[config.mk]
export PLATFORM = sky130hd
export DESIGN_NAME = nettlp_cmd_regfile
export DESIGN_NICKNAME = d
export VERILOG_FILES = /design/src/rtl/nettlp_cmd_pkg.sv /design/src/rtl/nettlp_cmd_reg_bank.sv /design/src/rtl/nettlp_cmd_regfile.sv
export SDC_FILE = /design/constraint.sdc
export NUM_CORES = 2
export LEC_CHECK = 0
export ABC_AREA = 1
export CORE_AREA = 2 2 459 461
export DETAILED_ROUTE_END_ITERATION = 8
export DIE_AREA = 0 0 461 463
export PLACE_DENSITY = 0.46
export SYNTH_ARGS = -nofsm -noshare
export SYNTH_HDL_FRONTEND = slang
export SYNTH_SLANG_ARGS = --single-unit
[constraint.sdc]
create_clock -name clk -period 1.6 [get_ports clk]
set_input_delay 0.16 -clock clk [delete_from_list [all_inputs] [get_ports clk]]
set_output_delay 0.16 -clock clk [all_outputs]
set_load 0.05 [all_outputs]
[src/rtl/nettlp_cmd_pkg.sv]
// Shared types for the NetTLP command register file: command word layout,
// opcodes, FSM states, adapter register indices and small helpers.
package nettlp_cmd_pkg;

  localparam int CMD_ADDR_W = 8;

  localparam logic [7:0] NETTLP_OPC_REG_RD  = 8'h01;
  localparam logic [7:0] NETTLP_OPC_REG_WR  = 8'h02;
  localparam logic [7:0] NETTLP_OPC_REG_ERR = 8'h03;

  localparam logic [31:0] NETTLP_ERR_DATA = 32'hDEADBEEF;

  // Register map of the adapter instance (used for its RST_VAL / RO_MASK)
  localparam int ADAPTER_REG_MAGIC    = 0;
  localparam int ADAPTER_REG_DST_MAC0 = 1;
  localparam int ADAPTER_REG_DST_MAC1 = 2;
  localparam int ADAPTER_REG_SRC_IP   = 3;
  localparam int ADAPTER_REG_DST_IP   = 4;
  localparam int ADAPTER_REG_REQ_ID   = 5;

  typedef struct packed {
    logic [7:0]            opcode;
    logic [CMD_ADDR_W-1:0] dwaddr;
    logic [3:0]            be;
    logic [31:0]           data;
  } FIFO_NETTLP_CMD_T;

  typedef enum logic [1:0] {
    ST_IDLE = 2'd0,
    ST_EXEC = 2'd1,
    ST_SEND = 2'd2
  } cmd_state_e;

  function automatic logic [31:0] bswap32(input logic [31:0] d);
    return {d[7:0], d[15:8], d[23:16], d[31:24]};
  endfunction

  function automatic logic [15:0] sat_inc16(input logic [15:0] v);
    return (v == 16'hFFFF) ? v : v + 16'd1;
  endfunction

endpackage

[src/rtl/nettlp_cmd_reg_bank.sv]
// Register storage: byte-enabled command writes, whole-word hardware updates,
// flat export of all registers with no extra latency.
module nettlp_cmd_reg_bank #(
  parameter int                       NUM_REGS = 16,
  parameter int                       IDX_W    = 4,
  parameter logic [NUM_REGS*32-1:0]   RST_VAL  = '0
) (
  input  logic                     clk,
  input  logic                     rst,
  input  logic                     cmd_we,
  input  logic [IDX_W-1:0]         cmd_idx,
  input  logic [3:0]               cmd_be,
  input  logic [31:0]              cmd_wdata,
  input  logic [NUM_REGS-1:0]      hw_we,
  input  logic [NUM_REGS*32-1:0]   hw_din,
  output logic [NUM_REGS*32-1:0]   reg_q
);

  for (genvar gi = 0; gi < NUM_REGS; gi++) begin : gen_reg
    logic [31:0] word_q;
    logic        cmd_sel;

    assign cmd_sel = cmd_we && (cmd_idx == IDX_W'(gi));

    // A command write owns the register for that cycle; hardware update is dropped.
    always_ff @(posedge clk) begin
      if (rst) begin
        word_q <= RST_VAL[32*gi +: 32];
      end else if (cmd_sel) begin
        for (int b = 0; b < 4; b++) begin
          if (cmd_be[b]) word_q[8*b +: 8] <= cmd_wdata[8*b +: 8];
        end
      end else if (hw_we[gi]) begin
        word_q <= hw_din[32*gi +: 32];
      end
    end

    assign reg_q[32*gi +: 32] = word_q;
  end

endmodule

[src/rtl/nettlp_cmd_regfile.sv]
// Command-driven register file: pops register read/write commands from the
// cmd RX FIFO, executes them against the bank and pushes replies to cmd TX.
module nettlp_cmd_regfile
  import nettlp_cmd_pkg::*;
#(
  parameter int                     NUM_REGS   = 16,
  parameter int                     ADDR_W     = 8,
  parameter logic [NUM_REGS-1:0]    RO_MASK    = 16'h0001,
  parameter logic [NUM_REGS*32-1:0] RST_VAL    = {{15{32'h0}}, 32'h01234567},
  parameter bit                     SWAP_BYTES = 1'b1,
  parameter bit                     WR_ACK     = 1'b0
) (
  input  logic                   clk,
  input  logic                   rst,
  output logic                   fifo_cmd_i_rd_en,
  input  logic                   fifo_cmd_i_empty,
  input  FIFO_NETTLP_CMD_T       fifo_cmd_i_dout,
  output logic                   fifo_cmd_o_wr_en,
  input  logic                   fifo_cmd_o_full,
  output FIFO_NETTLP_CMD_T       fifo_cmd_o_din,
  output logic [NUM_REGS*32-1:0] reg_q,
  input  logic [NUM_REGS-1:0]    hw_we,
  input  logic [NUM_REGS*32-1:0] hw_din,
  output logic [15:0]            stat_cmd_cnt,
  output logic [15:0]            stat_err_cnt
);

  localparam int IDX_W = (NUM_REGS > 1) ? $clog2(NUM_REGS) : 1;

  cmd_state_e       state_q, state_d;
  FIFO_NETTLP_CMD_T cmd_q, cmd_d;
  FIFO_NETTLP_CMD_T reply_q, reply_d;
  logic [15:0]      cmd_cnt_q, cmd_cnt_d;
  logic [15:0]      err_cnt_q, err_cnt_d;

  logic [IDX_W-1:0] idx;
  logic             addr_ok;
  logic             is_ro;
  logic [31:0]      cur_word;
  logic [31:0]      wr_word;
  logic [31:0]      merged_word;
  logic [31:0]      rd_wire;
  logic [31:0]      new_wire;
  logic             bank_we;

  assign idx      = cmd_q.dwaddr[IDX_W-1:0];
  assign addr_ok  = (ADDR_W + 1)'(cmd_q.dwaddr) < (ADDR_W + 1)'(NUM_REGS);
  assign is_ro    = RO_MASK[idx];
  assign cur_word = reg_q[{idx, 5'd0} +: 32];
  assign wr_word  = SWAP_BYTES ? bswap32(cmd_q.data) : cmd_q.data;
  assign rd_wire  = SWAP_BYTES ? bswap32(cur_word) : cur_word;

  // Post-write register value, needed only for the write acknowledge echo.
  for (genvar gi = 0; gi < 4; gi++) begin : gen_merge
    assign merged_word[8*gi +: 8] = cmd_q.be[gi] ? wr_word[8*gi +: 8] : cur_word[8*gi +: 8];
  end
  assign new_wire = SWAP_BYTES ? bswap32(merged_word) : merged_word;

  always_comb begin
    state_d          = state_q;
    cmd_d            = cmd_q;
    reply_d          = reply_q;
    cmd_cnt_d        = cmd_cnt_q;
    err_cnt_d        = err_cnt_q;
    fifo_cmd_i_rd_en = 1'b0;
    fifo_cmd_o_wr_en = 1'b0;
    bank_we          = 1'b0;
    case (state_q)
      ST_IDLE: begin
        if (!fifo_cmd_i_empty) begin
          fifo_cmd_i_rd_en = 1'b1;
          cmd_d            = fifo_cmd_i_dout;
          cmd_cnt_d        = sat_inc16(cmd_cnt_q);
          state_d          = ST_EXEC;
        end
      end
      ST_EXEC: begin
        state_d = ST_IDLE;
        if ((cmd_q.opcode == NETTLP_OPC_REG_RD || cmd_q.opcode == NETTLP_OPC_REG_WR) && !addr_ok) begin
          err_cnt_d      = sat_inc16(err_cnt_q);
          reply_d        = cmd_q;
          reply_d.opcode = NETTLP_OPC_REG_ERR;
          reply_d.data   = NETTLP_ERR_DATA;
          state_d        = ST_SEND;
        end else if (cmd_q.opcode == NETTLP_OPC_REG_RD) begin
          reply_d      = cmd_q;
          reply_d.data = rd_wire;
          state_d      = ST_SEND;
        end else if (cmd_q.opcode == NETTLP_OPC_REG_WR && is_ro) begin
          err_cnt_d = sat_inc16(err_cnt_q);
          if (WR_ACK) begin
            reply_d        = cmd_q;
            reply_d.opcode = NETTLP_OPC_REG_ERR;
            reply_d.data   = NETTLP_ERR_DATA;
            state_d        = ST_SEND;
          end
        end else if (cmd_q.opcode == NETTLP_OPC_REG_WR) begin
          bank_we = 1'b1;
          if (WR_ACK) begin
            reply_d      = cmd_q;
            reply_d.data = new_wire;
            state_d      = ST_SEND;
          end
        end else begin
          err_cnt_d = sat_inc16(err_cnt_q);
        end
      end
      ST_SEND: begin
        if (!fifo_cmd_o_full) begin
          fifo_cmd_o_wr_en = 1'b1;
          state_d          = ST_IDLE;
        end
      end
      default: state_d = ST_IDLE;
    endcase
    // Strobes are combinational, so hold them off while reset is asserted.
    if (rst) begin
      fifo_cmd_i_rd_en = 1'b0;
      fifo_cmd_o_wr_en = 1'b0;
      bank_we          = 1'b0;
    end
  end

  always_ff @(posedge clk) begin
    if (rst) begin
      state_q   <= ST_IDLE;
      cmd_q     <= '0;
      reply_q   <= '0;
      cmd_cnt_q <= '0;
      err_cnt_q <= '0;
    end else begin
      state_q   <= state_d;
      cmd_q     <= cmd_d;
      reply_q   <= reply_d;
      cmd_cnt_q <= cmd_cnt_d;
      err_cnt_q <= err_cnt_d;
    end
  end

  assign fifo_cmd_o_din = reply_q;
  assign stat_cmd_cnt   = cmd_cnt_q;
  assign stat_err_cnt   = err_cnt_q;

  nettlp_cmd_reg_bank #(
    .NUM_REGS (NUM_REGS),
    .IDX_W    (IDX_W),
    .RST_VAL  (RST_VAL)
  ) u_bank (
    .clk       (clk),
    .rst       (rst),
    .cmd_we    (bank_we),
    .cmd_idx   (idx),
    .cmd_be    (cmd_q.be),
    .cmd_wdata (wr_word),
    .hw_we     (hw_we),
    .hw_din    (hw_din),
    .reg_q     (reg_q)
  );

endmodule

==> reports/results.ini <==
[run_status]
status = finished with violations
violations = setup timing

[logic_synthesis]
yosys.area_share.adder = 0.000623
synth_top_family_by_area = simple AND/OR/NAND/NOR gates
seq_area_frac_synth = 0.325
syn-num-nets = 7211
yosysWarnings = 0
synth-compound-area-share = 0.0654
synth_flop_cell = dfxtp_1
synth_xor_area_frac = 0.00327
syn_avg_cell_area_um2 = 6.06
postSynth.asyncResetShare = 0
synthesis.area_um2 = 40100
synth_seq_cells = 651
synth_enable_flop_cells = 0
yosys.area_share.simple = 0.487
yosysUniqueCellTypes = 38
synthMuxAreaShare = 0
syn_inst = 6625

[power_and_ir_drop]
leakage_nw = 33.1
vdd_drop_max_uv = 791
p_per_area_nw_per_um2 = 879

[setup_path]
crit_type = flop to flop
critPathRequiredTime_ns = 2.26
path_cells = buf_4 > nand2_8 > buf_12 > buf_4 > o22ai_1 > o21ai_0 > buf_4 > nand3_2 > nor2_1 > a21oi_1
endpoint_kind = flop
cp_max_fo = 13
r2r_cells = 10
path_common_cell = buf_4
cpMaxStageDelayCell = o22ai_1
crit_path_max_incr_delay_ns = 0.47
arrival_ns = 2.99
startpoint_type = flop

[routing]
vias = 55600
route.detailed.drc = 0
drt-total-wl_um = 353000
vias_per_cell = 4.89
post_drt_wl_per_cell_um = 31.1
dr.pass1.iters = 6
drt_first_iter_violations = 6628
drt.antenna.violating_nets = 0

[run]
cap_violations = 0

[die]
fp.dieW_um = 461
num_rows = 168
dieHeight_um = 463
fp.coreArea_um2 = 209000
ios = 1182
die-area_um2 = 213000
start_util = 0.192

[clocking]
clock_path_buffers = 3
clock_latency_ns = 0.74
cts_buffers = 93
clock-sinks = 651
tritoncts = yes
clkTransAtPathRegs_ns = 0.07
htreeDepth = 3
clockRootBuffer = clkbuf_16

[timing]
min_period_ns = 2.32
tightest_slew_ns = 0.904
finalSetupViolations = 705
setup_ws_ns = -0.723
slew_headroom = 0.397
slew_violations = 0
holdWs_ns = 0.0910
skew_ns = 0.0364
hold_viol = 0
rsz0062_at_grt = yes
fmax_mhz = 431
finalCritPeriodShare = 1.45

[cells_and_area]
syn_to_final_growth_pct = 72.9
nets = 9051
nFillCells = 22700
fin_area_um2 = 69400
fin_util = 0.333
drive_above_1_share = 0.270

[global_route]
grt_pass1_vias = 52600
antenna_found_initial = 61
grt_first_pass_wirelength_um = 458000
grt_max_degree = 150
overflow = 0
track_usage = 0.313

[placement]
placed_cell_area_um2 = 62800
port-buffer-count = 1181
place_congestion = 0.976
hpwl_um = 276000

[hold_path]
whs_path_depth = 5
hp-class = input port to flop

==> kinds of logic after synthesis <==
family	count (synthesis)
AND/OR/NAND/NOR	4355
flip-flops	651
buffers and inverters	1139
AO/OA/AOI/OAI	463
XOR/XNOR	15
adder cells (fa/ha/maj)	2
==> cells in the mapped netlist (4+ instances only) <==
cell | instances | share of area
buf_4 | 68 | 0.013
nor3_1 | 12 | 0.0015
nand3_2 | 13 | 0.0032
clkbuf_1 | 211 | 0.020
nor2_1 | 1242 | 0.12
nand3b_1 | 9 | 0.0017
nand2_1 | 1864 | 0.17
nor2_8 | 4 | 0.0020
xnor2_1 | 5 | 0.0011
a21oi_1 | 57 | 0.0071
buf_6 | 8 | 0.0022
nand4_4 | 17 | 0.0090
nand3_1 | 569 | 0.071
buf_2 | 157 | 0.020
nand4_2 | 46 | 0.014
buf_1 | 68 | 0.0064
o2111ai_1 | 17 | 0.0037
inv_2 | 72 | 0.0067
xor2_1 | 10 | 0.0022
o22ai_1 | 194 | 0.030
o21ai_0 | 192 | 0.024
nand4_1 | 530 | 0.083
nand2_2 | 17 | 0.0026
nor2_4 | 16 | 0.0045
inv_1 | 551 | 0.052
dfxtp_1 | 651 | 0.32
==> final timing paths <==
check	start	to	slack, ns
hold reg to reg	fifo_cmd_o_din[50]$_SDFFE_PP0P_	fifo_cmd_o_din[50]$_SDFFE_PP0P_	0.44
hold / removal	hw_din[23]	u_bank.gen_reg[0].word_q[23]$_SDFFE_PP0P_	0.09
setup reg to reg	cmd_q[36]$_SDFFE_PP0N_	fifo_cmd_o_din[12]$_SDFFE_PP0P_	-0.72
setup / recovery	cmd_q[36]$_SDFFE_PP0N_	fifo_cmd_o_din[12]$_SDFFE_PP0P_	-0.72
==> metrics by stage <==
| stage | total power [mW] | instances | setup slack (ns) | TNS, ns |
|---|---|---|---|---|
| floorplan | 26.8 | 6625 | -0.132 | -48.89 |
| CTS | 60.8 | 11300 | -0.728 | -375.68 |
| global route | 62.6 | 11400 | -0.754 | -399.76 |
| global placement | 38.4 | 11000 | -1.18 | -413.03 |
| finish | 61.0 | 11400 | -0.723 | -327.39 |
| detailed placement | 38.3 | 11000 | -1.17 | -410.31 |
==> report_power, final <==
part           internal [mW]  switching (mW)  leakage, nW
clock network           12.5            9.22         1.51
registers               17.3            1.17         5.43
logic                   7.41            13.3         26.2
total                   37.2            23.7         33.1
==> critical path, delay by kind of cell (launching register included) <==
kind	cells	cell delay, ns
simple gates	3	0.34
buf+inv	4	0.68
compound gates	3	0.82
flops	1	0.38
==> state kept, by name (all words and copies together), names as in the netlist <==
name               flops
fifo_cmd_o_din        52
is_ro                  1
cmd_q                 52
u_bank.gen.word_q    512
stat_cmd_cnt          16
state_q                2
stat_err_cnt          16
==> per-layer routing <==
layer	wire, µm	part of all wire	GRT usage
met5	101	0.00029	0
met4	25400	0.072	0.189
met3	29400	0.083	0.0645
met2	160000	0.45	0.506
met1	138000	0.39	0.380
==> cell usage in the layout, fill, tap and decap left out, types with 14 or more instances in the layout <==
master | synthesis | final
dlygate4sd3_1 | 0 | 27
clkdlybuf4s50_1 | 0 | 582
nand3_2 | 13 | 29
nand4_4 | 17 | 30
dfxtp_1 | 651 | 579
diode_2 | 0 | 24
inv_2 | 72 | 46
nand2_4 | 3 | 28
nand4_1 | 530 | 530
inv_4 | 1 | 24
buf_12 | 0 | 324
o21ai_2 | 0 | 15
clkinv_2 | 0 | 18
buf_6 | 8 | 56
clkbuf_8 | 0 | 17
nor2_1 | 1242 | 1183
a21oi_1 | 57 | 55
nor2_4 | 16 | 31
nand2_1 | 1864 | 1763
inv_1 | 551 | 545
o21ai_1 | 1 | 17
o22ai_1 | 194 | 170
nand2_2 | 17 | 87
o2111ai_1 | 17 | 16
nand3_4 | 3 | 17
buf_4 | 68 | 1218
nand3_1 | 569 | 539
dfxtp_2 | 0 | 64
o22ai_2 | 0 | 24
nor2_2 | 3 | 47
nand4_2 | 46 | 35
clkbuf_16 | 0 | 116
o21ai_0 | 192 | 159
buf_16 | 0 | 14
clkbuf_1 | 211 | 18
==> cell type report <==
class / count / area [µm²] / area share
antenna: 24 / 60.1 / 0.000865
clock buffer: 133 / 2750 / 0.0397
clock inverter: 29 / 278 / 0.00400
inverter: 627 / 2490 / 0.0358
multi-input combinational: 4840 / 23700 / 0.342
sequential: 651 / 13100 / 0.189
tap: 2805 / 3510 / 0.0506
timing repair buffer: 2252 / 23400 / 0.338
==> timing repair <==
action,CTS,global route
buffers inserted,42,38
gates cloned,14,23
gates resized for setup,212,251
hold endpoints to repair,27,0
pin swaps,29,100
hold buffers,27,0
endpoints found under the setup margin,947,893
(Power assumes the default switching activity.)
